$ cat config.mk
export PLATFORM = sky130hd
export DESIGN_NAME = mpx_sample_pacer_flat
export DESIGN_NICKNAME = d
export VERILOG_FILES = /design/src/rtl/mpx_sample_pacer_pkg.sv /design/src/rtl/mpx_sample_pacer_if.sv /design/src/rtl/mpx_sample_pacer_sync_fifo.sv /design/src/rtl/mpx_sample_pacer.sv /design/src/flat_wrapper.sv
export SDC_FILE = /design/constraint.sdc
export NUM_CORES = 1
export LEC_CHECK = 0
export CORE_MARGIN = 5
export CORE_UTILIZATION = 30
export DETAILED_ROUTE_END_ITERATION = 8
export GPL_TIMING_DRIVEN = 0
export PLACE_DENSITY_LB_ADDON = 0.3
export SLEW_MARGIN = 40
export SYNTH_ARGS = -nofsm -noshare
export SYNTH_HDL_FRONTEND = slang
export SYNTH_SLANG_ARGS = --single-unit
$ cat constraint.sdc
create_clock -name clk -period 12.95 [get_ports clk]
set_clock_uncertainty 0.1 [all_clocks]
set_input_delay 1.9425 -clock clk [delete_from_list [all_inputs] [get_ports clk]]
set_output_delay 1.9425 -clock clk [all_outputs]
set_load 0.01 [all_outputs]
$ cat src/rtl/mpx_sample_pacer_pkg.sv
// Shared types and constants for the stereo multiplexer sample pacer.
package mpx_pkg;

    localparam int DEFAULT_DATA_WIDTH = 16;
    localparam int UR_WIDTH           = 16;

    // One buffered stereo pair; this is the FIFO word.
    typedef struct packed {
        logic signed [DEFAULT_DATA_WIDTH-1:0] l;
        logic signed [DEFAULT_DATA_WIDTH-1:0] r;
    } stereo_sample_t;

    // Saturating increment for the underrun counter.
    function automatic logic [UR_WIDTH-1:0] sat_inc(input logic [UR_WIDTH-1:0] v);
        return (&v) ? v : v + UR_WIDTH'(1);
    endfunction

endpackage

$ cat src/rtl/mpx_sample_pacer_if.sv
// Stereo sample input stream: valid/ready handshake carrying one L/R pair.
interface mpx_sample_pacer_if #(
    parameter int DATA_WIDTH = 16
);
    logic [DATA_WIDTH-1:0] s_l;
    logic [DATA_WIDTH-1:0] s_r;
    logic                  s_valid;
    logic                  s_ready;

    modport master (output s_l, output s_r, output s_valid, input s_ready);
    modport slave  (input s_l, input s_r, input s_valid, output s_ready);
endinterface

$ cat src/rtl/mpx_sample_pacer_sync_fifo.sv
// Single-clock FIFO with occupancy count. A push is refused while full,
// even when a pop happens in the same cycle.
module sync_fifo
    import mpx_pkg::*;
#(
    parameter int  DEPTH = 8,
    parameter type T     = stereo_sample_t,
    localparam int AW    = $clog2(DEPTH),
    localparam int LW    = AW + 1
) (
    input  logic          clk,
    input  logic          reset,
    input  logic          push,
    input  T              wdata,
    input  logic          pop,
    output T              rdata,
    output logic          full,
    output logic          empty,
    output logic [LW-1:0] level
);

    T              mem [DEPTH];
    logic [AW-1:0] wptr;
    logic [AW-1:0] rptr;
    logic          push_ok;
    logic          pop_ok;

    assign full    = (level == LW'(DEPTH));
    assign empty   = (level == '0);
    assign push_ok = push && !full;
    assign pop_ok  = pop && !empty;
    assign rdata   = mem[rptr];

    // Storage needs no reset; stale words are never read while empty.
    always_ff @(posedge clk) begin
        if (push_ok) mem[wptr] <= wdata;
    end

    // Pointers wrap naturally since DEPTH is a power of two.
    always_ff @(posedge clk or posedge reset) begin
        if (reset) begin
            wptr  <= '0;
            rptr  <= '0;
            level <= '0;
        end else begin
            if (push_ok) wptr <= wptr + AW'(1);
            if (pop_ok)  rptr <= rptr + AW'(1);
            case ({push_ok, pop_ok})
                2'b10:   level <= level + LW'(1);
                2'b01:   level <= level - LW'(1);
                default: level <= level;
            endcase
        end
    end

endmodule

$ cat src/rtl/mpx_sample_pacer.sv
// Paces buffered stereo pairs out at one pair per programmable period,
// with in-phase and half-period strobes for the multiplexer.
module mpx_sample_pacer
    import mpx_pkg::*;
#(
    parameter int DATA_WIDTH = 16,
    parameter int FIFO_DEPTH = 8,
    parameter int DIV_WIDTH  = 16
) (
    input  logic                          clk,
    input  logic                          reset,
    input  logic                          enable,
    input  logic [DIV_WIDTH-1:0]          div,
    mpx_sample_pacer_if.slave             s_if,
    output logic [DATA_WIDTH-1:0]         out_l,
    output logic [DATA_WIDTH-1:0]         out_r,
    output logic                          out_valid,
    output logic                          out_valid_180,
    output logic [$clog2(FIFO_DEPTH):0]   fifo_level,
    output logic [UR_WIDTH-1:0]           underrun_count,
    input  logic                          underrun_clr
);

    typedef struct packed {
        logic signed [DATA_WIDTH-1:0] l;
        logic signed [DATA_WIDTH-1:0] r;
    } pair_t;

    pair_t                wr_pair;
    pair_t                head;
    logic                 full;
    logic                 empty;
    logic                 tick;
    logic                 pop;
    logic [DIV_WIDTH-1:0] phase;
    logic [DIV_WIDTH-1:0] period;
    logic [DIV_WIDTH-1:0] div_eff;
    logic [DIV_WIDTH-1:0] period_cur;

    assign wr_pair      = '{l: s_if.s_l, r: s_if.s_r};
    assign s_if.s_ready = !full;

    // Periods below 2 cannot host both strobes, so clamp.
    assign div_eff    = (div < DIV_WIDTH'(2)) ? DIV_WIDTH'(2) : div;
    // A new divider only takes hold at the start of a period.
    assign period_cur = (phase == '0) ? div_eff : period;
    assign tick       = enable && (phase == '0);
    assign pop        = tick && !empty;

    sync_fifo #(
        .DEPTH (FIFO_DEPTH),
        .T     (pair_t)
    ) u_fifo (
        .clk   (clk),
        .reset (reset),
        .push  (s_if.s_valid),
        .wdata (wr_pair),
        .pop   (pop),
        .rdata (head),
        .full  (full),
        .empty (empty),
        .level (fifo_level)
    );

    // Phase counter and latched period; disabled pacer parks at phase 0.
    always_ff @(posedge clk or posedge reset) begin
        if (reset) begin
            phase  <= '0;
            period <= DIV_WIDTH'(2);
        end else begin
            if (phase == '0) period <= div_eff;
            if (!enable)
                phase <= '0;
            else if (phase == period_cur - DIV_WIDTH'(1))
                phase <= '0;
            else
                phase <= phase + DIV_WIDTH'(1);
        end
    end

    // Registered strobes: out_valid on tick, out_valid_180 at mid-period.
    always_ff @(posedge clk or posedge reset) begin
        if (reset) begin
            out_valid     <= 1'b0;
            out_valid_180 <= 1'b0;
        end else begin
            out_valid     <= tick;
            out_valid_180 <= enable && (phase == (period_cur >> 1));
        end
    end

    // Output pair updates only on a successful pop; underrun holds it.
    always_ff @(posedge clk or posedge reset) begin
        if (reset) begin
            out_l <= '0;
            out_r <= '0;
        end else if (pop) begin
            out_l <= head.l;
            out_r <= head.r;
        end
    end

    // Underrun counter; clear wins over a same-cycle increment.
    always_ff @(posedge clk or posedge reset) begin
        if (reset)
            underrun_count <= '0;
        else if (underrun_clr)
            underrun_count <= '0;
        else if (tick && empty)
            underrun_count <= sat_inc(underrun_count);
    end

endmodule

$ cat src/flat_wrapper.sv
// flat-port wrapper written by rule: the top's interface ports become plain ports
module mpx_sample_pacer_flat import mpx_pkg::*;
#(
    parameter int DATA_WIDTH = 16,
    parameter int FIFO_DEPTH = 8,
    parameter int DIV_WIDTH  = 16
)
  (clk, reset, enable, div, out_l, out_r, out_valid, out_valid_180, fifo_level, underrun_count, underrun_clr, s_if_s_l, s_if_s_r, s_if_s_valid, s_if_s_ready);
  mpx_sample_pacer_if #(.DATA_WIDTH(DATA_WIDTH)) s_if_i ();
  input  logic clk;
  input  logic reset;
  input  logic enable;
  input  logic [DIV_WIDTH-1:0] div;
  output logic [DATA_WIDTH-1:0] out_l;
  output logic [DATA_WIDTH-1:0] out_r;
  output logic out_valid;
  output logic out_valid_180;
  output logic [$clog2(FIFO_DEPTH):0] fifo_level;
  output logic [UR_WIDTH-1:0] underrun_count;
  input  logic underrun_clr;
  input wire logic [$bits(s_if_i.s_l)-1:0] s_if_s_l;
  input wire logic [$bits(s_if_i.s_r)-1:0] s_if_s_r;
  input wire logic [$bits(s_if_i.s_valid)-1:0] s_if_s_valid;
  output wire logic [$bits(s_if_i.s_ready)-1:0] s_if_s_ready;
  assign s_if_i.s_l = s_if_s_l;
  assign s_if_i.s_r = s_if_s_r;
  assign s_if_i.s_valid = s_if_s_valid;
  assign s_if_s_ready = s_if_i.s_ready;
  mpx_sample_pacer #(.DATA_WIDTH(DATA_WIDTH), .FIFO_DEPTH(FIFO_DEPTH), .DIV_WIDTH(DIV_WIDTH)) u_core (.clk(clk), .reset(reset), .enable(enable), .div(div), .s_if(s_if_i), .out_l(out_l), .out_r(out_r), .out_valid(out_valid), .out_valid_180(out_valid_180), .fifo_level(fifo_level), .underrun_count(underrun_count), .underrun_clr(underrun_clr));
endmodule
==> flow_summary_export.csv <==
group,metric,value,unit
synthesis,synth-adder-area-share,0.9033,%
clock_tree,clk_pin_slew,60,ps
clock_tree,htreeDepth,2,
drt,wire_per_inst,19.45,um
critical_path,r2r_end,"u_core.phase[6]$_DFF_PP0_",
timing,fin_hold_ws,377.7,ps
clock_tree,clock_latency,560,ps
timing,tightest_slew,764.3,ps
critical_path,critPathKind,"in2reg",
synthesis,syn_nets,988,
grt,track_usage,13.00,%
timing,finalCriticalPeriod,6655,ps
clock_tree,post_cts_resize_count,0,
min_path,hold_start,"u_core.out_l[8]$_DFFE_PP0P_",
synthesis,ys_types,62,
final_layout,layout-drive-gt1-share,19.55,%
synthesis,synth-seq-area-share,68.04,%
final_layout,synthToLayoutAreaGrowth,24.55,%
drt,ant_nets,0,
clock_tree,ctsHoldBuffers,0,
floorplanning,dieArea,53470,um2
synthesis,synth_cells,925,
place,portBuffers,105,
grt,grt_pass1_vias,8925,
floorplanning,ios,108,
min_path,whs_path_depth,2,
drt,drc,0,
critical_path,worstPathArrival,6980,ps
critical_path,required,13280,ps
power_and_ir_drop,leakage,6.573,nW
critical_path,crit_path_start_kind,"primary input",
clock_tree,clock_sinks,348,
synthesis,async_flop_share,26.44,%
grt,grt_max_degree,68,
timing,slew_headroom,49.05,%
synthesis,post_synth_and_or_nand_nor_area_fraction,8.385,%
synthesis,syn_area_per_cell,15.87,um2
synthesis,ys_seq_elements,348,
final_layout,fillers,4587,
drt,totalWireLength,34.70,mm
grt,gr-total-overflow,0,
clock_tree,cts_tree,"yes",
power_and_ir_drop,powerDensity,196.9,nW/um2
clock_tree,clock_path_buffers,3,
timing,min_period_over_period,51.39,%
drt,drtPass1Iterations,5,
final_layout,nNetsFinal,1193,
critical_path,crit_path_max_fanout,10,
place,hpwl,24.56,mm
floorplanning,die-width,231.2,um
critical_path,cp-end-kind,"flip-flop",
clock_tree,cts_buffers,40,
synthesis,synth-main-ff-cell,"edfxtp_1",
grt,grt_first_pass_wirelength,53.84,mm
synthesis,synthXorXnorAreaFrac,4.533,%
synthesis,synthMuxAreaShare,12.92,%
min_path,hold_class,"reg2reg",
floorplanning,rows,81,
place,place_area,16980,um2
run_status,status,"finished, final reports clean",
clock_tree,post_cts_buffers,0,
timing,finalMaxSlewViolations,0,
drt,drt_iter0_markers,570,
synthesis,synth-warning-count,0,
synthesis,synth-compound-area-share,3.068,%
critical_path,reg2reg_depth,20,
timing,setup-violations-final,0,
drt,vias,8401,
synthesis,synth_edf_count,256,
timing,timing_hold_violations_final,0,
run,cap_viol_max_count,0,
place,gp_congestion,0.8215,
min_path,min_to,"u_core.out_l[8]$_DFFE_PP0P_",
timing,finalSetupTns,0,ps
critical_path,ff2ff_setup_slack,7760,ps
synthesis,synth_top_family_by_area,"multiplexers",
drt,viasPerCell,4.709,
critical_path,rr_startpoint,"u_core.phase[0]$_DFF_PP0_",
timing,max_freq,150.3,MHz
floorplanning,die_y,231.2,um
timing,grt_setup_unrepaired,"false",
power_and_ir_drop,vdd_drop_max,130.2,uV
final_layout,final_cell_area,18290,um2
clock_tree,cts-root-buf,"clkbuf_16",
synthesis,syn_area,14680,um2
grt,antenna_found_initial,4,
floorplanning,start_util,30.18,%
floorplanning,coreArea,48650,um2
-- state kept, by name, indices dropped and copies added (netlist names) --
name	cells
u_core.u_fifo.rptr	3
u_core.out_valid_180	1
u_core.phase	16
u_core.u_fifo.level	4
u_core.out_valid	1
u_core.u_fifo.wptr	3
u_core.u_fifo.mem	256
u_core.period	16
u_core.underrun_count	16
u_core.out_l	16
u_core.out_r	16
-- power breakdown --
part / leakage (nW) / internal (mW) / switching, mW
clock network: 0.629 / 0.655 / 0.451
registers: 3.50 / 1.40 / 0.0801
logic: 2.44 / 0.487 / 0.527
-- how the worst max path moves through the flow --
| stage | from | endpoint | cells past startpoint |
|---|---|---|---|
| 3_3_place_gp | s_if_s_valid | u_core.u_fifo.mem[1][6]$_DFFE_PP_ | 3 |
| 3_5_place_dp | div[4] | u_core.phase[11]$_DFF_PP0_ | 17 |
| 2_1_floorplan | s_if_s_valid | u_core.u_fifo.mem[4][0]$_DFFE_PP_ | 2 |
| 4_1_cts | div[4] | u_core.phase[5]$_DFF_PP0_ | 17 |
| 5_1_grt | div[4] | u_core.phase[6]$_DFF_PP0_ | 17 |
| 6_report | div[4] | u_core.phase[6]$_DFF_PP0_ | 17 |
-- critical path: stages --
cell	delay, ps
clkdlybuf4s50_1	540
nor4_2	620
nand2_1	210
o311ai_0	600
nand2_1	240
inv_1	100
ha_1	290
or4b_1	550
or4_1	580
nor3_1	200
a21oi_1	70
xor2_1	150
o2111ai_1	120
nor4bb_1	300
buf_2	260
buf_6	170
nor2_1	50
-- placed cells by master, fill, tap and decap left out, types with 42 or more instances in the layout --
cell	netlist	final
clkdlybuf4s50_1	0	105
mux2i_1	43	43
nand2_1	91	91
edfxtp_1	256	256
buf_2	6	45
mux4_2	64	64
o21ai_0	42	42
nor2_1	45	44
xnor2_1	50	50
dfrtp_1	91	91
-- metrics by stage --
stage	utilization (%)	setup WS, ps	instances	power [mW]
3_3_place_gp	33.94	2511	1652	2.504
3_5_place_dp	34.90	5855	1710	2.550
2_1_floorplan	-	6834	925	2.110
6_report	37.59	6295	1784	3.601
4_1_cts	37.58	6428	1783	3.675
5_1_grt	37.59	5927	1784	3.801
-- cell families after synthesis --
logic type / Yosys count
AOI/OAI and AO/OA: 74
xor gates and xnor gates: 76
muxes: 109
DFF: 348
buffers and inverters: 73
and+or+nand+nor: 235
adders and majority gates: 10
-- area by class of cell --
type | count | area, um2 | share of cell area, %
clock inverter | 12 | 165.2 | 0.9031
sequential | 348 | 9991 | 54.63
multi-input combinational | 504 | 4423 | 24.19
tap | 622 | 778.2 | 4.256
buffer | 49 | 237.7 | 1.300
antenna | 1 | 2.502 | 0.01368
clock buffer | 61 | 1140 | 6.233
timing repair buffer | 163 | 1453 | 7.943
inverter | 24 | 97.59 | 0.5337
-- layer usage --
metal | track usage (%) | share of wire [%] | vias up
met1 | 16.98 | 44 | 4267
met2 | 21.83 | 49 | 166
met3 | 2.989 | 4.7 | 53
li1 | - | - | 3909
met5 | 0 | 0.072 | -
met4 | 3.696 | 2.1 | 6
-- cell usage after synthesis, types with 9 or more instances --
| cell | number | area [um2] |
|---|---|---|
| edfxtp_1 | 256 | 7687 |
| dfrtp_1 | 91 | 2277 |
| nand2_1 | 91 | 341.6 |
| mux4_2 | 64 | 1441 |
| xnor2_1 | 50 | 437.9 |
| nor2_1 | 45 | 168.9 |
| mux2i_1 | 43 | 430.4 |
| o21ai_0 | 42 | 210.2 |
| clkbuf_1 | 28 | 105.1 |
| xor2_1 | 26 | 227.7 |
| inv_1 | 24 | 90.09 |
| nor3_1 | 17 | 85.08 |
| nand3_1 | 15 | 75.07 |
| nor4_1 | 10 | 62.56 |
| a21oi_1 | 9 | 45.04 |
| buf_1 | 9 | 33.78 |
| ha_1 | 9 | 112.6 |
| or3_1 | 9 | 56.30 |
No activity file was read; power rests on OpenSTA's default activity.
